$ cat src/rtl/imem_loader_pkg.sv
// Shared types and constants for the boot-time instruction memory loader.
package imem_loader_pkg;

  typedef enum logic [2:0] {
    IDLE    = 3'd0,
    LEN_LO  = 3'd1,
    LEN_HI  = 3'd2,
    PAYLOAD = 3'd3,
    CHECK   = 3'd4,
    DONE    = 3'd5,
    ERROR   = 3'd6
  } state_e;

  localparam logic [1:0] ERR_NONE    = 2'd0;
  localparam logic [1:0] ERR_LEN     = 2'd1;
  localparam logic [1:0] ERR_SUM     = 2'd2;
  localparam logic [1:0] ERR_TIMEOUT = 2'd3;

  // Byte address of word idx; wraps modulo 2^32.
  function automatic logic [31:0] word_addr(input logic [31:0] base, input logic [15:0] idx);
    return base + {14'd0, idx, 2'b00};
  endfunction

endpackage

$ cat src/rtl/imem_loader_word_packer.sv
// Packs a little-endian byte stream into 32-bit words; the word and its
// strobe are registered and appear the cycle after the fourth byte.
module word_packer (
  input  logic        clk,
  input  logic        rst_n,
  input  logic        clear,
  input  logic        in_valid,
  input  logic [7:0]  in_byte,
  output logic        word_last,
  output logic        word_valid,
  output logic [31:0] word
);

  logic [1:0]  cnt_q, cnt_d;
  logic [31:0] sr_q, sr_d;
  logic        word_valid_q, word_valid_d;
  logic [31:0] word_q, word_d;

  assign word_last  = (cnt_q == 2'd3);
  assign word_valid = word_valid_q;
  assign word       = word_q;

  // Next-state for byte counter, shift register and word output.
  always_comb begin
    cnt_d        = cnt_q;
    sr_d         = sr_q;
    word_valid_d = 1'b0;
    word_d       = word_q;
    if (clear) begin
      cnt_d = 2'd0;
      sr_d  = 32'd0;
    end else if (in_valid) begin
      // New bytes enter at the top so the first byte ends up least significant.
      sr_d  = {in_byte, sr_q[31:8]};
      cnt_d = cnt_q + 2'd1;
      if (cnt_q == 2'd3) begin
        word_valid_d = 1'b1;
        word_d       = {in_byte, sr_q[31:8]};
      end else begin
        word_valid_d = 1'b0;
      end
    end else begin
      word_valid_d = 1'b0;
    end
  end

  // Packer state registers.
  always_ff @(posedge clk or negedge rst_n) begin
    if (!rst_n) begin
      cnt_q        <= 2'd0;
      sr_q         <= 32'd0;
      word_valid_q <= 1'b0;
      word_q       <= 32'd0;
    end else begin
      cnt_q        <= cnt_d;
      sr_q         <= sr_d;
      word_valid_q <= word_valid_d;
      word_q       <= word_d;
    end
  end

endmodule

$ cat src/rtl/imem_loader.sv
// Boot loader: receives a length-prefixed, checksummed image over a byte
// stream, writes it to instruction memory and holds the core until it verifies.
module imem_loader
  import imem_loader_pkg::*;
#(
  parameter logic [31:0] BASE_ADDR      = 32'h0000_0000,
  parameter int unsigned MAX_WORDS      = 512,
  parameter int unsigned TIMEOUT_CYCLES = 1_000_000
) (
  input  logic        clk,
  input  logic        reset,
  input  logic        start,
  input  logic [7:0]  rx_data,
  input  logic        rx_valid,
  output logic        rx_ready,
  output logic        imem_we,
  output logic [31:0] imem_addr,
  output logic [31:0] imem_wdata,
  output logic        core_hold,
  output logic        busy,
  output logic        done,
  output logic        error,
  output logic [1:0]  err_code,
  output logic [15:0] word_count
);

  localparam int unsigned     TO_W     = $clog2(TIMEOUT_CYCLES + 1);
  localparam logic [TO_W-1:0] TO_LIMIT = TO_W'(TIMEOUT_CYCLES);
  localparam logic [15:0]     MAX_LEN  = 16'(MAX_WORDS);

  state_e          state_q, state_d;
  logic [15:0]     len_q, len_d;
  logic [7:0]      sum_q, sum_d;
  logic [TO_W-1:0] to_q, to_d;
  logic            rx_ready_q, rx_ready_d;
  logic            busy_q, busy_d;
  logic            core_hold_q, core_hold_d;
  logic            done_q, done_d;
  logic            error_q, error_d;
  logic [1:0]      err_code_q, err_code_d;
  logic [15:0]     word_count_q, word_count_d;
  logic [31:0]     imem_addr_q, imem_addr_d;

  logic            accept_s;
  logic            timeout_s;
  logic [TO_W-1:0] to_inc_s;
  logic [15:0]     len_s;
  logic            pk_valid_s;
  logic            pk_clear_s;
  logic            pk_last_s;
  logic            pk_word_valid_s;
  logic [31:0]     pk_word_s;

  assign accept_s   = rx_valid && rx_ready_q;
  assign to_inc_s   = to_q + TO_W'(1);
  assign timeout_s  = busy_q && !accept_s && (to_inc_s == TO_LIMIT);
  assign len_s      = {rx_data, len_q[7:0]};
  assign pk_valid_s = accept_s && (state_q == PAYLOAD);

  word_packer u_packer (
    .clk        (clk),
    .rst_n      (reset),
    .clear      (pk_clear_s),
    .in_valid   (pk_valid_s),
    .in_byte    (rx_data),
    .word_last  (pk_last_s),
    .word_valid (pk_word_valid_s),
    .word       (pk_word_s)
  );

  // FSM next-state, checksum, timeout and write address.
  always_comb begin
    state_d      = state_q;
    len_d        = len_q;
    sum_d        = sum_q;
    err_code_d   = err_code_q;
    word_count_d = word_count_q;
    imem_addr_d  = imem_addr_q;
    pk_clear_s   = 1'b0;
    if (busy_q) begin
      to_d = accept_s ? '0 : to_inc_s;
    end else begin
      to_d = to_q;
    end

    case (state_q)
      IDLE, DONE, ERROR: begin
        if (start) begin
          state_d      = LEN_LO;
          len_d        = 16'd0;
          sum_d        = 8'd0;
          to_d         = '0;
          err_code_d   = ERR_NONE;
          word_count_d = 16'd0;
          pk_clear_s   = 1'b1;
        end else begin
          state_d = state_q;
        end
      end
      LEN_LO: begin
        if (accept_s) begin
          len_d   = {8'd0, rx_data};
          state_d = LEN_HI;
        end else begin
          state_d = LEN_LO;
        end
      end
      LEN_HI: begin
        if (accept_s) begin
          len_d = len_s;
          if ((len_s == 16'd0) || (len_s > MAX_LEN)) begin
            state_d    = ERROR;
            err_code_d = ERR_LEN;
          end else begin
            state_d = PAYLOAD;
          end
        end else begin
          state_d = LEN_HI;
        end
      end
      PAYLOAD: begin
        if (accept_s) begin
          sum_d = sum_q + rx_data;
          if (pk_last_s) begin
            word_count_d = word_count_q + 16'd1;
            imem_addr_d  = word_addr(BASE_ADDR, word_count_q);
            if ((word_count_q + 16'd1) == len_q) begin
              state_d = CHECK;
            end else begin
              state_d = PAYLOAD;
            end
          end else begin
            state_d = PAYLOAD;
          end
        end else begin
          state_d = PAYLOAD;
        end
      end
      CHECK: begin
        if (accept_s) begin
          if (rx_data == sum_q) begin
            state_d = DONE;
          end else begin
            state_d    = ERROR;
            err_code_d = ERR_SUM;
          end
        end else begin
          state_d = CHECK;
        end
      end
      default: begin
        state_d = IDLE;
      end
    endcase

    // Any partially packed word is dropped on timeout.
    if (timeout_s) begin
      state_d    = ERROR;
      err_code_d = ERR_TIMEOUT;
      to_d       = '0;
      pk_clear_s = 1'b1;
    end else begin
      pk_clear_s = pk_clear_s;
    end

    busy_d      = (state_d == LEN_LO) || (state_d == LEN_HI) ||
                  (state_d == PAYLOAD) || (state_d == CHECK);
    rx_ready_d  = busy_d;
    core_hold_d = (state_d != DONE);
    done_d      = (state_d == DONE);
    error_d     = (state_d == ERROR);
  end

  // Loader state and registered outputs.
  always_ff @(posedge clk or negedge reset) begin
    if (!reset) begin
      state_q      <= IDLE;
      len_q        <= 16'd0;
      sum_q        <= 8'd0;
      to_q         <= '0;
      rx_ready_q   <= 1'b0;
      busy_q       <= 1'b0;
      core_hold_q  <= 1'b1;
      done_q       <= 1'b0;
      error_q      <= 1'b0;
      err_code_q   <= ERR_NONE;
      word_count_q <= 16'd0;
      imem_addr_q  <= 32'd0;
    end else begin
      state_q      <= state_d;
      len_q        <= len_d;
      sum_q        <= sum_d;
      to_q         <= to_d;
      rx_ready_q   <= rx_ready_d;
      busy_q       <= busy_d;
      core_hold_q  <= core_hold_d;
      done_q       <= done_d;
      error_q      <= error_d;
      err_code_q   <= err_code_d;
      word_count_q <= word_count_d;
      imem_addr_q  <= imem_addr_d;
    end
  end

  assign rx_ready   = rx_ready_q;
  assign busy       = busy_q;
  assign core_hold  = core_hold_q;
  assign done       = done_q;
  assign error      = error_q;
  assign err_code   = err_code_q;
  assign word_count = word_count_q;
  assign imem_addr  = imem_addr_q;
  assign imem_we    = pk_word_valid_s;
  assign imem_wdata = pk_word_s;

endmodule
$ cat config.mk
export PLATFORM = sky130hd
export DESIGN_NAME = imem_loader
export DESIGN_NICKNAME = d
export VERILOG_FILES = /design/src/rtl/imem_loader_pkg.sv /design/src/rtl/imem_loader_word_packer.sv /design/src/rtl/imem_loader.sv
export SDC_FILE = /design/constraint.sdc
export NUM_CORES = 1
export LEC_CHECK = 0
export CORE_ASPECT_RATIO = 1.5
export CORE_UTILIZATION = 59
export DETAILED_ROUTE_END_ITERATION = 8
export GPL_ROUTABILITY_DRIVEN = 1
export GPL_TIMING_DRIVEN = 0
export PLACE_DENSITY = 0.82
export REMOVE_ABC_BUFFERS = 1
export SLEW_MARGIN = 5
export SYNTH_ARGS = -nofsm -noshare
export SYNTH_HDL_FRONTEND = slang
export SYNTH_SLANG_ARGS = --single-unit
$ cat constraint.sdc
create_clock -name clk -period 7.4 [get_ports clk]
set_clock_uncertainty 0.15 [all_clocks]
set_input_delay 1.48 -clock clk [delete_from_list [all_inputs] [get_ports clk]]
set_output_delay 1.48 -clock clk [all_outputs]
set_load 0.01 [all_outputs]
# After elaboration in Yosys (flattened, before gate mapping)
# Index checks and enable logic that the tools add are counted.
# totals
input_bits	12
ff_bits	152
# op_classes
n_lt_le_gt_ge	1
reduce_logical	24
n_eq_ne	27
muxes	43
bitwise_logic	2
addsub	4
# op_table
op	n
20-bit 2-to-1 mux	5
16-bit 2-to-1 mux	5
32-bit 2-to-1 mux	2
16-bit one-hot mux with 3 select lines	1
16-bit one-hot mux with 2 select lines	1
3-bit 2-to-1 mux	8
20-bit by 1-bit adder with 20-bit output (second input constant)	1
20-bit == test (second input constant)	1
2-bit 2-to-1 mux	10
3-bit == test (second input constant)	6
3-bit != test (second input constant)	6
16-bit by 1-bit adder with 16-bit output (second input constant)	1
16-bit == test	1
16-bit by 10-bit greater-than comparator with 1-bit output (second input constant)	1
16-bit zero test	1
8-bit 2-to-1 mux	2
8-bit one-hot mux with 2 select lines	1
3-bit one-hot mux with 5 select lines	1
3-bit by 2-bit == test with 1-bit output (second input constant)	4
4-bit AND reduction	3
2-bit != test (second input constant)	5
3-bit AND reduction	3
8-bit adder	1
8-bit == test	1
other kinds (15)	30

# Depth between registers and ports, before layout
# logic_depth
depth_word	11
mapped_depth	11
ltp_nobuf	8

# Cells and area by module
# Synthesis repeated with hierarchy kept, for this count alone.
# hier_totals
cells_unflattened	809
area_unflattened_um2	7877.6
# modules_own_cells
mod	n_inst	cells_each	area_per_inst_um2
imem_loader	1	654	5464.0
word_packer	1	155	2413.6

# Least setup slack after synthesis
# OpenSTA, ideal clock, no wires.
# synth_timing
kind	input-to-reg
start	input rx_data[0]
end	register sum_q[6]
setup_ns	0.121
arrival_time_ns	2.980
required_ns	7.129
stages	8
path_slack_ns	4.149
path_cell_list	ha_1 > fa_1 > a21o_1 > a21o_1 > a21o_1 > a21oi_1 > xnor2_1 > a22o_1
# synth_via
elab_chain_cells	3
# synth_rtl
item	line	rtl
start, declared	imem_loader.sv:13	input logic [7:0] rx_data,
8-bit adder	imem_loader.sv:123	sum_d = sum_q + rx_data;
8-bit 2-to-1 mux	imem_loader.sv:122	if (accept_s) begin
8-bit one-hot mux with 2 select lines	imem_loader.sv:86	case (state_q)
end signal, assigned	imem_loader.sv:192	sum_q <= sum_d;
end, declared	imem_loader.sv:33	logic [7:0] sum_q, sum_d;
# Every way passes these cells. The select of a mux whose other input is x is not followed.
# A chain may end at the register's enable or synchronous reset.

# Worst setup path after layout
# layout_timing
start	input rx_valid
end	register u_packer.word_q[18], in the netlist u_packer.word[18]
# layout_via
elab_chain_cells	7
elab_cells_between_ends	8
# layout_rtl
item	line	rtl
start, declared	imem_loader.sv:14	input logic rx_valid,
1-bit logical AND *	imem_loader.sv:54	assign accept_s = rx_valid && rx_ready_q;
1-bit zero test	imem_loader.sv:56	assign timeout_s = busy_q && !accept_s && (to_inc_s == TO_LIMIT);
1-bit logical AND (2 in series)	imem_loader.sv:56	
1-bit 2-to-1 mux	imem_loader.sv:157	if (timeout_s) begin
1-bit NOT (no line)	n/a	
3-bit AND reduction (no line) *	n/a	
end signal, assigned	imem_loader_word_packer.sv:58	word_q <= word_d;
end, declared	imem_loader_word_packer.sv:17	logic [31:0] word_q, word_d;
# Mark *: on every way between the ends. The rest lies on a longest branch, timed or not.

==> metrics.csv <==
metric;value;unit
status;completed;
rsz0062_at_grt;no;
yosys-top-cells-area;dfrtp_1, nand2_1, mux2i_1;
max-vdd-ir-drop;0.203;mV
n_antenna_cell;0;
syn_to_final_growth;19.0;%
drt_iter0_drc;552;
die_x;95.1;um
critical_path_class;primary input to flip-flop;
worstPathCellList;clkdlybuf4s50_1 -> nand2_1 -> nor2_4 -> buf_12 -> nand2_2 -> buf_12 -> inv_2 -> buf_12 -> nand2_1 -> nand2_1;
place_area;0.00855;mm2
synth_cell_type_count;62;
top_layer_used;met4;
routabilityCongestion;0.898;
critPathMaxStageDelay;1090;ps
wl_met1;7320;um
syn_area;0.00767;mm2
critPathLaunchType;primary input;
drc;0;
start_util;0.610;
antenna_found_initial;0;
nFillCells;944;
place_inst;1058;
crit_family;buffers and inverters;
setup_tns;0;ps
cts_tree;yes;
insertion_delay;420;ps
worst-path-max-fanout;37;
cp-end-kind;flip-flop;
wl_per_cell;16.5;um
cellLeakagePower;4.07;nW
die_h;142;um
dr.pass1.iters;5;
slew_headroom;0.189;
period_minus_slack;5020;ps
overflow;0;
avgSynthCellArea;8.80;um2
fin_nets;945;
grt_pass1_vias;6297;
synthCells;871;
cts-hold-fix-buffers;0;
max_freq;199;MHz
yosysTopAreaCell;dfrtp_1;
yosysWarnings;0;
drtAntennaViolNets;0;
hold_viol;0;
finalCritPeriodShare;0.678;
cp_slowest_cell;clkdlybuf4s50_1;
synth_top_cell_area_share;0.467;
synthArstFlopShare;1.00;
grtUsageTotal;0.289;
fin_util;0.726;
wl_met3;685;um
seq_area_frac_synth;0.470;
cts.sinks;144;
dp_hpwl;11700;um
required;7610;ps
cap_viol_max_count;0;
power.total;2.54;mW
finalSetupViolCount;0;
place_ws;1930;ps
clk_pin_slew;70;ps
arrival;5220;ps
ys_seq_elements;144;
ioPinCount;100;
final_cell_mix;nand2_1, dfrtp_1, clkdlybuf4s50_1;
io_buffers;83;
fin_cells;1090;
clockBufferDepth;2;
numCtsBuffers;17;
postCtsResizedCells;0;
worst-path-buf-inv;5;
dr_wl_met2;9420;um
ys.flop_type;dfrtp_1;
viasPerCell;5.96;
die-area;0.0135;mm2
layout_setup_ws;2380;ps
postCtsSetupBuffers;0;
hold_class;flip-flop to flip-flop;
drv_slew;0;
wl;18000;um
grt_max_degree;87;
grt_pass1_wl;30300;um
core;0.0126;mm2
drive_gt1_frac;0.0621;
htree_levels;4;
powerDensity;278;mW/mm2
num_vias;6491;
synth_edf_count;0;
final_area;0.00912;mm2
rows;50;
whs;322;ps
layout_commonest_cell;nand2_1;
root_buffer;clkbuf_16;
tightest_slew;1210;ps
## synthesized netlist by cell type, types with 3 or more instances
library cell  count
nor3b_1           3
and2_1            4
buf_1             3
nor3_1           61
xnor2_1          29
nand3_1          34
xor2_1            6
nand4_1          16
buf_4            21
or4_1             3
or3_1             8
nor4_1            9
mux2i_1          32
a22o_1            3
dfrtp_1         143
o41ai_1           5
o211ai_1          5
o22ai_1           3
ha_1             11
nor2_1           48
nand2_1         184
o21ai_0          49
buf_2             6
nand2b_1         10
a21o_1            6
a31oi_1           7
and3_1            4
a21oi_1          42
clkbuf_1         45
inv_1            21
o31ai_1           9
## flip-flops by register name (all words and copies together), names as in the netlist
name	cells
to_q	20
state_q	3
imem_addr	16
len_q	16
u_packer.sr_q	24
busy	1
done	1
error	1
u_packer.word_valid	1
err_code	2
word_count	16
u_packer.cnt_q	2
sum_q	8
core_hold	1
u_packer.word	32
## logic make-up (layout without fill, tap and decap cells)
| group | Yosys count | count (layout) | synth area share |
|---|---|---|---|
| AOI/OAI and AO/OA | 148 | 148 | 0.117 |
| xor gates and xnor gates | 35 | 35 | 0.0400 |
| adders and majority gates | 12 | 12 | 0.0206 |
| buffers and inverters | 96 | 144 | 0.0582 |
| DFF | 144 | 144 | 0.470 |
| muxes | 33 | 33 | 0.0432 |
| other | 1 | 16 | 0.000489 |
| and+or+nand+nor | 402 | 402 | 0.250 |
## final timing paths
check	from	end	slack (ps)	cells after the start
min reg2reg	u_packer.word[11]$_DFFE_PN0P_	u_packer.word[11]$_DFFE_PN0P_	320	2
max reg2reg	to_q[0]$_DFF_PN0_	u_packer.sr_q[24]$_DFFE_PN0P_	3650	11
min in group asynchronous	reset	u_packer.word[3]$_DFFE_PN0P_	950	1
max	rx_valid	u_packer.word[18]$_DFFE_PN0P_	2380	10
max in group asynchronous	reset	sum_q[1]$_DFFE_PN0P_	5380	2
min	u_packer.word[11]$_DFFE_PN0P_	u_packer.word[11]$_DFFE_PN0P_	320	2
## power by group
group          internal (mW)  total [mW]  switching (mW)
clock                  0.472       0.833           0.361
sequential             0.893        1.01           0.115
combinational          0.272       0.696           0.425
total                   1.64        2.54           0.901
## worst min-delay path, cell delays in order, from the launching register on
cell and delay, ps:
dfrtp_1 340, nand2_1 50, nand2_1 60
## layout make-up
type / count / area [um2] / area share
sequential: 144 / 3600 / 0.395
clock buffer: 17 / 425 / 0.0466
multi-input combinational: 646 / 3690 / 0.405
clock inverter: 15 / 148 / 0.0162
tap: 156 / 195 / 0.0214
timing repair buffer: 91 / 977 / 0.107
inverter: 21 / 78.8 / 0.00864
## layer usage
metal | up-vias | global-route usage
met3 | 51 | 0.0606
met5 | - | 0
met1 | 3121 | 0.344
li1 | 3099 | -
met4 | 0 | 0.140
met2 | 220 | 0.488
Note: power is estimated with default switching activity, not from simulation.
